<file path="src/rtl/text_writer.sv">
// Cursor-driven text writer for the character display RAM.
// Turns char/cursor commands into single-cycle RAM writes.
module text_writer #(
  parameter int COLS = 48,
  parameter logic [7:0] FILL_CHAR = 8'h20
) (
  input  logic       clk,
  input  logic       reset_n,
  input  logic       in_valid,
  output logic       in_ready,
  input  logic [2:0] in_cmd,
  input  logic [7:0] in_data,
  output logic [9:0] ram_Adr,
  output logic [7:0] ram_Data,
  output logic       write_Ram,
  output logic [3:0] cur_row,
  output logic [5:0] cur_col
);

  localparam logic [2:0] PUTC   = 3'd0;
  localparam logic [2:0] HEX    = 3'd1;
  localparam logic [2:0] CR     = 3'd2;
  localparam logic [2:0] LF     = 3'd3;
  localparam logic [2:0] CLS    = 3'd4;
  localparam logic [2:0] SETCOL = 3'd5;
  localparam logic [2:0] SETROW = 3'd6;
  localparam logic [2:0] NOP    = 3'd7;

  localparam logic [5:0] LAST = 6'(COLS - 1);
  localparam logic [6:0] WID  = 7'(COLS);

  typedef enum logic [1:0] {
    IDLE,
    HEX_LO,
    CLEAR
  } state_t;

  state_t     state;
  logic [3:0] row;
  logic [5:0] col;
  logic [3:0] lo;
  logic [9:0] clr;

  assign in_ready = (state == IDLE);
  assign cur_row  = row;
  assign cur_col  = col;

  function automatic logic [7:0] hex_ascii(input logic [3:0] d);
    if (d < 4'd10) return 8'h30 + {4'd0, d};
    else           return 8'h37 + {4'd0, d};
  endfunction

  // {row, col} of the position after the current one
  function automatic logic [9:0] adv(
    input logic [3:0] r,
    input logic [5:0] c
  );
    if (c < LAST) return {r, c + 6'd1};
    else          return {r + 4'd1, 6'd0};
  endfunction

  always_ff @(posedge clk or negedge reset_n) begin
    if (!reset_n) begin
      state     <= IDLE;
      row       <= '0;
      col       <= '0;
      lo        <= '0;
      clr       <= '0;
      write_Ram <= 1'b0;
      ram_Adr   <= '0;
      ram_Data  <= '0;
    end else begin
      write_Ram <= 1'b0;
      unique case (state)
        IDLE: begin
          if (in_valid) begin
            unique case (in_cmd)
              PUTC: begin
                write_Ram  <= 1'b1;
                ram_Adr    <= {row, col};
                ram_Data   <= in_data;
                {row, col} <= adv(row, col);
              end
              HEX: begin
                write_Ram  <= 1'b1;
                ram_Adr    <= {row, col};
                ram_Data   <= hex_ascii(in_data[7:4]);
                {row, col} <= adv(row, col);
                lo         <= in_data[3:0];
                state      <= HEX_LO;
              end
              CR: col <= '0;
              LF: begin
                col <= '0;
                row <= row + 4'd1;
              end
              CLS: begin
                write_Ram <= 1'b1;
                ram_Adr   <= '0;
                ram_Data  <= FILL_CHAR;
                clr       <= 10'd1;
                state     <= CLEAR;
              end
              SETCOL: begin
                if ({1'b0, in_data[5:0]} >= WID) col <= LAST;
                else                             col <= in_data[5:0];
              end
              SETROW: row <= in_data[3:0];
              NOP: ;
            endcase
          end
        end
        HEX_LO: begin
          write_Ram  <= 1'b1;
          ram_Adr    <= {row, col};
          ram_Data   <= hex_ascii(lo);
          {row, col} <= adv(row, col);
          state      <= IDLE;
        end
        CLEAR: begin
          write_Ram <= 1'b1;
          ram_Adr   <= clr;
          ram_Data  <= FILL_CHAR;
          clr       <= clr + 10'd1;
          if (clr == 10'd1023) begin
            row   <= '0;
            col   <= '0;
            state <= IDLE;
          end
        end
        default: state <= IDLE;
      endcase
    end
  end

endmodule

</file>
<file path="config.mk">
export PLATFORM = sky130hd
export DESIGN_NAME = text_writer
export DESIGN_NICKNAME = d
export VERILOG_FILES = /design/src/rtl/text_writer.sv
export SDC_FILE = /design/constraint.sdc
export NUM_CORES = 1
export LEC_CHECK = 0
export BUFFER_PORTS_ARGS = -buffer_cell sky130_fd_sc_hd__clkbuf_2
export CORE_MARGIN = 2
export CORE_UTILIZATION = 50
export DETAILED_ROUTE_END_ITERATION = 7
export GPL_TIMING_DRIVEN = 1
export HOLD_SLACK_MARGIN = 0.15
export PLACE_DENSITY = 0.71
export SLEW_MARGIN = 20
export SYNTH_ARGS = -nofsm -noshare
export SYNTH_HDL_FRONTEND = slang
export SYNTH_SLANG_ARGS = --single-unit
</file>
<file path="constraint.sdc">
create_clock -name clk -period 5.1 [get_ports clk]
set_input_delay 0.51 -clock clk [delete_from_list [all_inputs] [get_ports clk]]
set_output_delay 0.51 -clock clk [all_outputs]
set_load 0.03 [all_outputs]
</file>
==> results of run 1 <==
[per-stage QoR]
stage | hold WS [ns] | utilization, %
6_report | 0.235 | 58.6
5_1_grt | 0.298 | 58.6
4_1_cts | 0.268 | 58.6
3_5_place_dp | 0.498 | 56.2
3_3_place_gp | 0.487 | 56.2
2_1_floorplan | 0.214 | -
[cell usage in the layout, fill, tap and decap left out, types with 4 or more instances in the layout]
cell	n
o21ai_0	27
o21ai_1	4
a22oi_1	12
nor2_1	30
clkbuf_2	42
clkbuf_8	5
and3_1	7
a31oi_1	9
a22o_1	7
nand3_1	15
mux2_2	5
o22ai_1	5
dfrtp_1	45
ha_1	11
xnor2_1	4
nor3_1	4
nor2b_1	4
nand2_1	30
inv_1	14
nand2b_1	6
a21oi_1	26
[worst max-delay path, stage by stage (launching register included)]
cell and delay, ns:
dfrtp_1 0.45, inv_1 0.09, ha_1 0.65, nand2_1 0.32
o21ai_1 0.47, a22oi_1 0.21, a21oi_1 0.17
[final cells by class]
cell class	instances	share of cell area [%]
Timing Repair Buffer	44	6.89
Inverter	15	1.72
Clock buffer	5	2.11
Multi-Input combinational cell	257	50.1
Clock inverter	3	1.99
Sequential cell	45	34.5
Tap cell	72	2.76
[final timing paths]
check,startpoint,to,slack (ns),depth (start not counted)
max,state[0],ram_Adr[5],2.68,6
min,reset_n,lo[2],0.24,1
max reg2reg,state[0],ram_Adr[5],2.68,6
min reg2reg,ram_Data[1],ram_Data[1],0.51,1
max in group asynchronous,reset_n,ram_Adr[0],4.44,1
min in group clk,in_data[0],lo[0],0.49,3
[state kept, by name (all words and copies together), names as in the netlist]
signal / cells
ram_Adr: 10
clr: 10
lo: 4
state: 2
cur_col: 6
cur_row: 4
ram_Data: 8
write_Ram: 1
[per-layer routing]
layer | up-vias | track usage, % | wire length [um]
met5 | - | 0 | 0
met4 | 0 | 7.46 | 94
met3 | 10 | 4.16 | 327
met2 | 57 | 39.8 | 3390
met1 | 1242 | 32.2 | 3250
li1 | 1303 | - | -
[report_power, final]
part	switching [mW]	leakage, nW	internal [mW]
logic	0.781	0.822	0.427
registers	0.179	0.561	0.515
clock network	0.126	0.0681	0.195
[cells by family after synthesis]
logic type	Yosys count	share of synthesized area, %
buf+inv	31	5.07
compound gates	121	27.9
mux	8	2.97
fa+ha+maj	11	4.73
simple gates	111	18.8
flops	45	38.7
xor+xnor	6	1.81
==> reports/results.tsv, run 1 <==
metric	value	unit
crit-path max FO	17	
Placed Instances	433	
TritonRoute pass-1 iters	5	
slew margin rel.	52.7	%
Post-DP Area	3130	um2
status	finished, final reports clean	
share of cells above drive strength 1	19.2	%
Overall Power	2.22	mW
CP required	5.34	ns
P per Cell Area	680	nW/um2
final net count	393	
DRT iter0 DRCs	193	
worst-margin pin slew	0.704	ns
Place WS	2.72	ns
sequential share of the synthesized area	38.7	%
TritonCTS clock tree	yes	
DRC errors left	0	
fill count	512	
CTS Root Cell	clkbuf_8	
most numerous cell in the Yosys netlist	dfrtp_1	
Unique masters post-synth	55	
die area	6450	um2
post-synth top area share	38.7	%
crit path launch type	flip-flop	
Hold WC Path Type	in2async	
Mapped Area	2910	um2
gpl congestion	0.861	
max cap viols	0	
wire per inst	16.0	um
syn_nets	358	
multi-input combinational cell area	1640	um2
clock latency on the worst-skew pair	0.30	ns
Max Freq	413	MHz
Leak	1.45	nW
Finished Layout Cells	441	
initial antenna violation count	0	
element type at the critical path end	flip-flop	
critical path class	reg2reg	
maximum clock path buffer count	2	
largest net degree at the start of global routing	46	
Area Overhead vs Synth	12.3	%
Vias	2612	
post-DP HPWL	5140	um
commonest cells in the netlist	dfrtp_1, nand2_1, nor2_1	
Max IR drop VDD	379	uV
vias per cell	5.92	
Synth Register Bits	45	
CTS Hold Buffers Added	0	
main flop type after synthesis	dfrtp_1	
Slew Limit Fails	0	
Chip Width	80.3	um
GR Util All Layers	24.1	%
first-pass GRT wire length	12100	um
Final Hold Viols	0	
CTS clk-pin slew, worst paths	0.09	ns
H-tree level count	2	
Mapped Cells	333	
Post-Syn Area per Cell	8.74	um2
Clock Skews	0.00672	ns
Setup Buffers After CTS	0	
Reg area	1130	um2
worst setup margin	2.68	ns
Final period util	47.4	%
Resized cells post-CTS	0	
die height	80.3	um
CTS Buf Count	5	
Initial Util	52.2	%
top cell type by total area after synthesis	dfrtp_1	
RSZ-0062 raised after global routing	false	
synth top area cells	dfrtp_1, ha_1, o21ai_0	
GRT overflow	0	
worst endpoint data arrival time	2.66	ns
vias in the first global route	2461	
Synth warnings	0	
post-layout instance area	3270	um2
final setup fails	0	
Async SR Flop Fraction	100	%
number of enable flip-flop cells after synthesis	0	
total core area	5570	um2
total negative slack	0	ns
# rows	27	
clk sink count	45	
routed wire length	7060	um
ANT nets after route	0	
IO Count	44	
final period demand of the worst path	2.42	ns
PortBufs	43	
Antenna Cells	0	
No activity file was read; power rests on OpenSTA's default activity.
==> run 2, diff against run 1 <==
--- a/config.mk
+++ b/config.mk
@@ -11,7 +11,7 @@
 export DETAILED_ROUTE_END_ITERATION = 7
 export GPL_TIMING_DRIVEN = 1
 export HOLD_SLACK_MARGIN = 0.15
-export PLACE_DENSITY = 0.71
+export PLACE_DENSITY = 0.74
 export SLEW_MARGIN = 20
 export SYNTH_ARGS = -nofsm -noshare
 export SYNTH_HDL_FRONTEND = slang
==> constraint.sdc (replaced) <==
create_clock -name clk -period 2.2 [get_ports clk]
set_input_delay 0.22 -clock clk [delete_from_list [all_inputs] [get_ports clk]]
set_output_delay 0.22 -clock clk [all_outputs]
set_load 0.03 [all_outputs]
==> run 2 against run 1 <==
- final cell count increased by 2.7%
- non-clock buffer count increased by 12
- critical path type unchanged
- routed wire length increased by 1.8%
==> reports/results.tsv, run 2 (synthesis gave the netlist of run 1 again) <==
metric	value	unit
Initial Util	52.2	%
worst setup margin	0.211	ns
Clock Skews	0.00639	ns
PortBufs	43	
die area	6450	um2
crit path launch type	flip-flop	
DRT iter0 DRCs	171	
clock latency on the worst-skew pair	0.31	ns
CTS clk-pin slew, worst paths	0.08	ns
Hold WC Path Type	in2reg	
Reg2Reg Setup Slack	0.21	ns
Final Hold Viols	0	
reg2reg start	state[0]	
total core area	5570	um2
Antenna Cells	0	
Worst Hold Endpoint	lo[0]	
R2R cell count	7	
GRT overflow	0	
total negative slack	0	ns
Setup Buffers After CTS	0	
commonest cells after routing, fill and taps aside	dfrtp_1, clkbuf_2, nor2_1, nand2_1, o21ai_0	
maximum clock path buffer count	2	
slew margin rel.	61.6	%
largest net degree at the start of global routing	46	
worst hold margin	0.214	ns
Area Overhead vs Synth	14.2	%
Slew Limit Fails	0	
wire per inst	15.9	um
CTS Buf Count	5	
H-tree level count	2	
Chip Width	80.3	um
# rows	27	
fill count	511	
element type at the critical path end	flip-flop	
initial antenna violation count	0	
worst-margin pin slew	0.577	ns
vias in the first global route	2539	
clk sink count	45	
Place WS	0.0537	ns
final setup fails	0	
Leak	1.48	nW
routed wire length	7190	um
die height	80.3	um
DRC errors left	0	
Final period util	90.4	%
Max Freq	503	MHz
CP required	2.40	ns
CTS Root Cell	clkbuf_8	
TritonRoute pass-1 iters	7	
Max IR drop VDD	993	uV
hold path depth	3	
Post-DP Area	3210	um2
post-layout instance area	3320	um2
IO Count	44	
first-pass GRT wire length	12400	um
fin util	59.6	%
Vias	2703	
worst endpoint data arrival time	2.19	ns
share of cells above drive strength 1	22.6	%
vias per cell	5.97	
RR Endpoint	cur_col[3]	
GR Util All Layers	24.5	%
Hold Startpoint	in_data[0]	
status	finished, final reports clean	
critical path class	reg2reg	
commonest non-fill, non-tap cell in the layout	dfrtp_1	
crit-path max FO	12	
ANT nets after route	0	
TritonCTS clock tree	yes	
post-DP HPWL	5320	um
P per Cell Area	1540	nW/um2
biggest regs	clr (10), ram_Adr (10), ram_Data (8)	
gpl congestion	0.877	
final net count	405	
max cap viols	0	
RSZ-0062 raised after global routing	false	
final period demand of the worst path	1.99	ns
[run 2: layer usage]
metal	wire length [um]	GRT usage, %	vias to the layer above	part of all wire [%]
li1	-	-	1313	-
met4	62	8.47	0	0.86
met5	0	0	-	0
met3	457	5.06	6	6.4
met2	3410	37.7	95	47
met1	3260	34.4	1289	45
[run 2: power by group]
part | internal, mW | leakage [nW] | switching, mW
clock network | 0.223 | 0.0364 | 0.298
registers | 1.19 | 0.561 | 0.392
logic | 1.12 | 0.879 | 1.88
[run 2: how the worst max path moves through the flow]
stage | startpoint | to | cells after the start
floorplan | state[0] | clr[4] | 8
global placement | state[0] | cur_col[3] | 7
detailed placement | state[0] | ram_Adr[7] | 6
CTS | state[0] | ram_Adr[7] | 6
global route | state[1] | clr[8] | 8
finish | state[0] | cur_col[3] | 7
[run 2: worst max-delay path, stage by stage (launching register included)]
cell and delay [ns]:
dfrtp_1 0.45, inv_1 0.09, ha_1 0.23, inv_2 0.15
a2bb2oi_2 0.28, and3_2 0.37, nand2_1 0.07, a22o_1 0.23
[run 2: cell type report]
class                   instances  area [um2]  area share (%)
well taps                      72        90.1            2.71
inverters                      15        56.3            1.69
repair buffers                 56         315            9.48
flip-flops and latches         45        1130            33.9
clock inverters                 3        22.5           0.677
clock buffers                   5        68.8            2.07
multi-input cells             257        1650            49.5
[run 2: per-stage QoR]
| stage | cells | total power, mW |
|---|---|---|
| 4_1_cts | 453 | 5.11 |
| 3_3_place_gp | 444 | 4.50 |
| 6_report | 453 | 5.11 |
| 5_1_grt | 453 | 5.56 |
| 3_5_place_dp | 444 | 4.58 |
| 2_1_floorplan | 333 | 3.73 |
[run 2: timing repair]
item	CTS	global route
gates resized for setup	0	4
endpoints found under the hold margin	45	0
setup endpoints to repair	0	16
hold buffers	1	0
